[config.mk]
export PLATFORM = sky130hd
export DESIGN_NAME = redirect_ctrl
export DESIGN_NICKNAME = d
export VERILOG_FILES = /design/src/rtl/redirect_ctrl.sv
export SDC_FILE = /design/constraint.sdc
export NUM_CORES = 1
export LEC_CHECK = 0
export ABC_AREA = 1
export CAP_MARGIN = 20
export CORE_MARGIN = 5
export CORE_UTILIZATION = 25
export DETAILED_ROUTE_END_ITERATION = 10
export GPL_TIMING_DRIVEN = 0
export PLACE_DENSITY = 0.66
export SLEW_MARGIN = 20
export SYNTH_ARGS = -nofsm -noshare
export SYNTH_HDL_FRONTEND = slang
export SYNTH_SLANG_ARGS = --single-unit
[constraint.sdc]
create_clock -name clk -period 2 [get_ports clk]
set_clock_uncertainty 0.15 [all_clocks]
set_input_delay 0.3 -clock clk [delete_from_list [all_inputs] [get_ports clk]]
set_output_delay 0.3 -clock clk [all_outputs]
set_load 0.005 [all_outputs]
[src/rtl/redirect_ctrl.sv]
// Front-end redirect controller: arbitrates flush/redirect requests by stage depth,
// offers one word-aligned redirect to fetch and holds squash/stall through a drain window.
module redirect_ctrl #(
  parameter int WIDTH       = 32,
  parameter int NREQ        = 4,
  parameter int HOLD_CYCLES = 2
) (
  input  logic                    clk,
  input  logic                    rst,
  input  logic                    clk_en,
  input  logic [NREQ-1:0]         req_valid,
  input  logic [NREQ*WIDTH-1:0]   req_addr,
  output logic                    redirect_valid,
  output logic [WIDTH-1:0]        redirect_addr,
  input  logic                    redirect_ready,
  output logic [NREQ-1:0]         stage_flush,
  output logic                    busy
);

  localparam int IW = (NREQ > 1) ? $clog2(NREQ) : 1;
  localparam logic [3:0] HOLD = 4'(HOLD_CYCLES);
  localparam logic [WIDTH-1:0] ALIGN = {{(WIDTH-2){1'b1}}, 2'b00};

  typedef enum logic [1:0] {IDLE, SEND, DRAIN} state_t;

  state_t           state, state_nx;
  logic [IW-1:0]    win_idx, win_nx, cand;
  logic [WIDTH-1:0] addr, addr_nx, cand_addr;
  logic [3:0]       cnt, cnt_nx;
  logic [NREQ-1:0]  flush_nx;
  logic             any, deeper;

  // Deepest requester wins; later loop iterations override shallower ones.
  always_comb begin
    cand = '0;
    for (int j = 0; j < NREQ; j++)
      if (req_valid[j]) cand = IW'(j);
  end

  assign any       = |req_valid;
  assign deeper    = any && (cand > win_idx);
  assign cand_addr = req_addr[cand*WIDTH +: WIDTH] & ALIGN;

  always_comb begin
    state_nx = state;
    win_nx   = win_idx;
    addr_nx  = addr;
    cnt_nx   = cnt;
    if (clk_en) begin
      case (state)
        IDLE: begin
          if (any) begin
            state_nx = SEND;
            win_nx   = cand;
            addr_nx  = cand_addr;
          end
        end
        SEND: begin
          // A deeper replacement beats a same-cycle acceptance.
          if (deeper) begin
            win_nx  = cand;
            addr_nx = cand_addr;
          end else if (redirect_ready) begin
            if (HOLD_CYCLES == 0) begin
              state_nx = IDLE;
            end else begin
              state_nx = DRAIN;
              cnt_nx   = HOLD;
            end
          end
        end
        DRAIN: begin
          if (deeper) begin
            state_nx = SEND;
            win_nx   = cand;
            addr_nx  = cand_addr;
            cnt_nx   = '0;
          end else if (cnt <= 4'd1) begin
            state_nx = IDLE;
            cnt_nx   = '0;
          end else begin
            cnt_nx = cnt - 4'd1;
          end
        end
        default: state_nx = IDLE;
      endcase
    end
  end

  // Squash mask covers every stage at or shallower than the winner.
  for (genvar j = 0; j < NREQ; j++) begin : g_flush
    assign flush_nx[j] = (state_nx != IDLE) && (win_nx >= IW'(j));
  end

  always_ff @(posedge clk or posedge rst) begin
    if (rst) begin
      state          <= IDLE;
      win_idx        <= '0;
      addr           <= '0;
      cnt            <= '0;
      redirect_valid <= 1'b0;
      redirect_addr  <= '0;
      stage_flush    <= '0;
      busy           <= 1'b0;
    end else begin
      state          <= state_nx;
      win_idx        <= win_nx;
      addr           <= addr_nx;
      cnt            <= cnt_nx;
      redirect_valid <= (state_nx == SEND);
      redirect_addr  <= addr_nx;
      stage_flush    <= flush_nx;
      busy           <= (state_nx != IDLE);
    end
  end

endmodule

# Yosys cells after proc, flatten, opt, wreduce, memory -nomap -nowiden
# Cells that the tools add are included.
[totals] regBits=46 wordCells=57 output_inout_bits=38 inputBits=136
[op_classes] muxes=22 reduce_logical=13 n_addsub=1 eq_ne=7 shifts=1 n_lt_le_gt_ge=6
[op_table] operator="$shiftx 128x8->32" count=1
[op_table] operator="$mux 32" count=2
[op_table] operator="$pmux 32 s2" count=1
[op_table] operator="$mux 2" count=11
[op_table] operator="$mux 4" count=4
[op_table] operator="$pmux 4 s2" count=1
[op_table] operator="$reduce_and 4->1" count=2
[op_table] operator="$ne 2x2->1 const B" count=3
[op_table] operator="$pmux 2 s3" count=1
[op_table] operator="$reduce_bool 2->1" count=3
[op_table] operator="$logic_and 1x1->1" count=5
[op_table] operator="$eq 2x1->1 const B" count=2
[op_table] operator="$ge 2x1->1 const B" count=2
[op_table] operator="$ge 2x2->1 const B" count=2
[op_table] operator="$le 4x1->1 const B" count=1
[op_table] operator="$pmux 2 s2" count=1
[op_table] operator="$reduce_or 4->1" count=1
[op_table] operator="$sub 4x1->4 const B" count=1
[op_table] operator="$eq 2x2->1 const B" count=1
[op_table] operator="$gt 2x2->1" count=1
[op_table] operator="$logic_not 2->1" count=1
[op_table] operator="$ne 2x1->1 const B" count=1
[op_table] operator="$reduce_or 2->1" count=1
[op_table] operator="$mux 1" count=1

# Depth between registers and ports, before layout
[logic_depth] ltp_word=10 depth_mapped=18 mapped_depth_nobuf=17

# Least setup slack after synthesis
# OpenSTA, ideal clock, no wires.
[synth_timing] path_kind="input to register" startpoint="input port req_valid[2]" endpoint="register addr[10]" arrival_time_ns=1.830 path_stages=11 slack_ns=-0.105 setup_time_ns=0.125 cell_sequence="nor2_4 > inv_1 > buf_2 > ha_1 > nand2_1 > nand2_1 > nand3_4 > nand2_4 > nand3_4 > buf_6 > mux2_4"
[synth_via] elab_chain_len=6 word_cells_on_any_way=12 cone_classes="1 x order compare; 2 x eq/ne; 1 x shift; 5 x mux; 3 x reduce/logical"
[synth_rtl] element="from (decl)" line="11" text="input logic [NREQ-1:0] req_valid,"
[synth_rtl] element="branches (longest 6 deep; another with $shiftx 128x8->32)"
[synth_rtl] element="to (signal assigned)" line="108" text="addr <= addr_nx;"
[synth_rtl] element="to (decl)" line="28" text="logic [WIDTH-1:0] addr, addr_nx, cand_addr;"
# Several ways; the timed one is not identified. The select of a mux whose other input is x is not followed.
# A chain may end at the register's enable or synchronous reset.

# Final worst setup path
[layout_timing] startpoint="register win_idx[1]" endpoint="register addr[12]"
[layout_via] elab_chain_len=4
[layout_rtl] element="from (decl)" line="27" text="logic [IW-1:0] win_idx, win_nx, cand;"
[layout_rtl] element="from (signal assigned)" line="107" text="win_idx <= win_nx;"
[layout_rtl] element="$gt 2x2->1" line="41" text="assign deeper = any && (cand > win_idx);"
[layout_rtl] element="$logic_and 1x1->1" line="41"
[layout_rtl] element="$ne 2x1->1 (no line)"
[layout_rtl] element="$reduce_and 4->1 (no line)"
# No other way between the ends.

==> summary.md <==
| Metric | Value |
|---|---|
| Global-route wire length before repair | 18.3 mm |
| Tmin final | 1.98 ns |
| Mapped Cells | 357 |
| Top cells by area, synth | dfrtp_1 (36%), mux2_4 (15%), o21ai_0 (11%) |
| Die height | 119 um |
| Antenna violations before repair | 0 |
| Slowest cell delay on critical path | 0.36 ns |
| CTS tree | yes |
| Tot GR Track Use | 16.1% |
| Proportion of synthesized area in mux cells | 15.3% |
| Worst-path fanout max | 5 |
| Simple-gate area share of the yosys netlist | 17.7% |
| Clock Path Buffers | 2 |
| # port buffers | 163 |
| Via count | 3309 |
| Core ar. | 11500 um^2 |
| Number of flops mapped to enable cells by yosys | 0 |
| Syn-to-layout area delta | 79.4% |
| Placed Area | 4830 um^2 |
| Post-synthesis xor/xnor area fraction | 0.297% |
| Inserted Clock Buffers | 5 |
| Final ANT Viol Nets | 0 |
| IO Pins | 174 |
| Post-synth top area share | 36.4% |
| Finished Layout Cells | 691 |
| #FFs+latches synth | 43 |
| Total power | 6.06 mW |
| GRT overflow | 0 |
| Final WL | 11.7 mm |
| Final setup violation count | 0 |
| Outcome | complete, no violations |
| Setup Total Neg Slack | 0 ns |
| F_max | 506 MHz |
| VDD IR max | 0.000678 V |
| Worst skew pair latency | 0.28 ns |
| Max Slew Vio Count | 0 |
| Vias in the first global route | 3513 |
| Yosys warns | 0 |
| Reg clk slew, reported paths | 0.07 ns |
| Total placed cells including tap cells | 665 |
| Std cell rows | 39 |
| Worst Setup End Kind | register |
| RSZ-0062 raised after global routing | yes |
| Largest area contributor in the netlist | dfrtp_1 |
| Routed vias/inst | 4.79 |
| Root Driver | clkbuf_16 |
| Leak | 2.33 nW |
| CTS sink count | 43 |
| Share of flip-flops with an asynchronous set or reset | 100% |
| Hold Buf Count CTS | 0 |
| Post-DP HPWL | 8.49 mm |
| Crit path launch type | register |
| Ys flop type | dfrtp_1 |
| Worst slew pin tran | 0.550 ns |
| Slew headroom | 63.4% |
| Hold Crit Class | input pin to asynchronous set/reset pin |
| Largest net degree at the start of global routing | 32 |
| Final Wtd Congestion | 0.775 |
| Routed WL per cell | 16.9 um |
| Power per cell area | 1140 nW/um^2 |
| CP top delay family | simple AND/OR/NAND/NOR gates |
| Crit path top cell by count | nand2_4 |
| Compound-gate portion of the synthesized area | 18.8% |
| Antenna diodes | 0 |
| Fin crit share | 98.9% |
| Die W | 119 um |
| Sequential element share of the synthesized area | 36.4% |
| Max cap viols | 0 |
| DRC violations left | 0 |
| Share of layout cells above drive strength 1 | 18.4% |
| Final #Nets | 692 |
| Adder-Cell Fraction of Synth Area | 3.39% |
| Iteration-0 DRC Markers | 139 |
| CP arrival | 1.99 ns |
| Main combinational cell family by area after synthesis | compound AO/OA/AOI/OAI gates |
| Synthesized area | 2950 um^2 |
| Design Area, Final | 5300 um^2 |
| TritonRoute pass-1 iters | 4 |
| Distinct cells, synth | 27 |
| Critical setup path kind | register to register |
| Die area | 14100 um^2 |
| CP max stage cell | dfrtp_1 |
| Initial Utilization | 25.6% |
| Mean area per synthesized cell | 8.27 um^2 |
| Worst Path Required | 2.01 ns |
| Final Hold Vio Count | 0 |
| Crit-path cells | inv_2 -> ha_4 -> nand2_4 -> nand2_4 -> nand3_4 -> nand2_4 -> nand3_4 -> buf_12 -> buf_12 -> mux2_4 |
| Number of buffers and inverters on the critical path | 3 |
| H-tree Lvls | 2 |
-- layout make-up --
| type | count | area, um^2 |
|---|---|---|
| buffer | 23 | 163 |
| clock inverter | 1 | 30.0 |
| tap | 143 | 179 |
| fill | 1109 | 6220 |
| clock buffer | 6 | 129 |
| inverter | 28 | 110 |
| sequential | 43 | 1080 |
| timing repair buffer | 184 | 1880 |
| multi-input combinational | 263 | 1730 |
-- final timing paths --
| path | to | start | slack, ns | depth (start not counted) |
|---|---|---|---|---|
| setup / recovery | addr[12] | win_idx[1] | 0.02 | 10 |
| hold / removal | addr[28] | rst | 0.12 | 2 |
| setup reg to reg | addr[12] | win_idx[1] | 0.02 | 10 |
| hold reg to reg | cnt[1] | cnt[1] | 0.34 | 2 |
| max in group asynchronous | addr[11] | rst | 1.11 | 3 |
| min in group clk | cnt[1] | cnt[1] | 0.34 | 2 |
-- cells in the final DEF, fill, tap and decap left out, types with 2 or more instances in the layout --
cell type,netlist,layout
nand2_4,1,3
mux2_4,30,30
buf_12,0,6
nand3_1,6,5
buf_4,3,19
clkdlybuf4s50_1,0,160
a21oi_1,4,4
inv_4,0,2
nand4_1,2,2
inv_1,27,18
o22ai_1,30,30
o21ai_0,65,65
clkbuf_16,0,5
ha_1,8,4
buf_2,6,6
ha_4,0,3
buf_16,0,2
inv_2,0,7
nor2_1,67,67
dfrtp_1,43,43
nand2_2,1,6
nand2_1,36,29
conb_1,1,2
nand3_4,2,2
nor2_4,2,2
clkbuf_1,11,12
-- kinds of logic after synthesis --
family | after synthesis
AO/OA/AOI/OAI | 102
XOR/XNOR | 1
adder cells (fa/ha/maj) | 8
buffers and inverters | 52
flip-flops | 43
multiplexers | 30
other | 1
AND/OR/NAND/NOR | 120
-- per-layer routing --
metal | GRT usage [%] | wire (um) | up-vias
met3 | 3.58 | 783 | 18
met5 | 0 | 0 | -
li1 | - | - | 1587
met2 | 28.2 | 5640 | 142
met1 | 19.4 | 4990 | 1562
met4 | 5.94 | 278 | 0
-- cell usage after synthesis (2+ instances only) --
| master | instances |
|---|---|
| buf_2 | 6 |
| nand4_1 | 2 |
| inv_1 | 27 |
| ha_1 | 8 |
| nor2_1 | 67 |
| nor2_4 | 2 |
| nand2_1 | 36 |
| dfrtp_1 | 43 |
| clkbuf_1 | 11 |
| o21ai_0 | 65 |
| o22ai_1 | 30 |
| a21oi_1 | 4 |
| buf_4 | 3 |
| nand3_4 | 2 |
| nand3_1 | 6 |
| o21ai_1 | 2 |
| buf_6 | 3 |
| nor3_1 | 2 |
| mux2_4 | 30 |
-- sequential cells by signal (all words and copies together), names as in the netlist --
signal	count
addr	30
cnt	4
stage_flush	4
state	2
win_idx	2
redirect_valid	1
-- through the flow --
step / utilization [%] / setup WS, ns / hold WS (ns)
after global routing: 46.0 / -0.0269 / 0.161
final: 46.0 / 0.0221 / 0.122
after global placement: 41.8 / -0.880 / 0.325
after floorplan: - / -0.0456 / 0.303
after CTS: 45.1 / 0.0437 / 0.132
after detailed placement: 42.0 / -0.919 / 0.331
-- repair_timing --
| item | 4_1_cts | 5_1_grt |
|---|---|---|
| buffers inserted | 12 | 6 |
| endpoints found under the setup margin | 43 | 29 |
| gates cloned | 3 | 0 |
| gates resized for setup | 27 | 14 |
| pin swaps | 9 | 7 |
-- power by group --
part / switching [mW] / internal (mW) / total (mW)
Combinational: 1.37 / 2.25 / 3.62
Clock: 0.328 / 0.583 / 0.912
Sequential: 0.233 / 1.29 / 1.52
Total: 1.93 / 4.13 / 6.06
(Power assumes the default switching activity.)
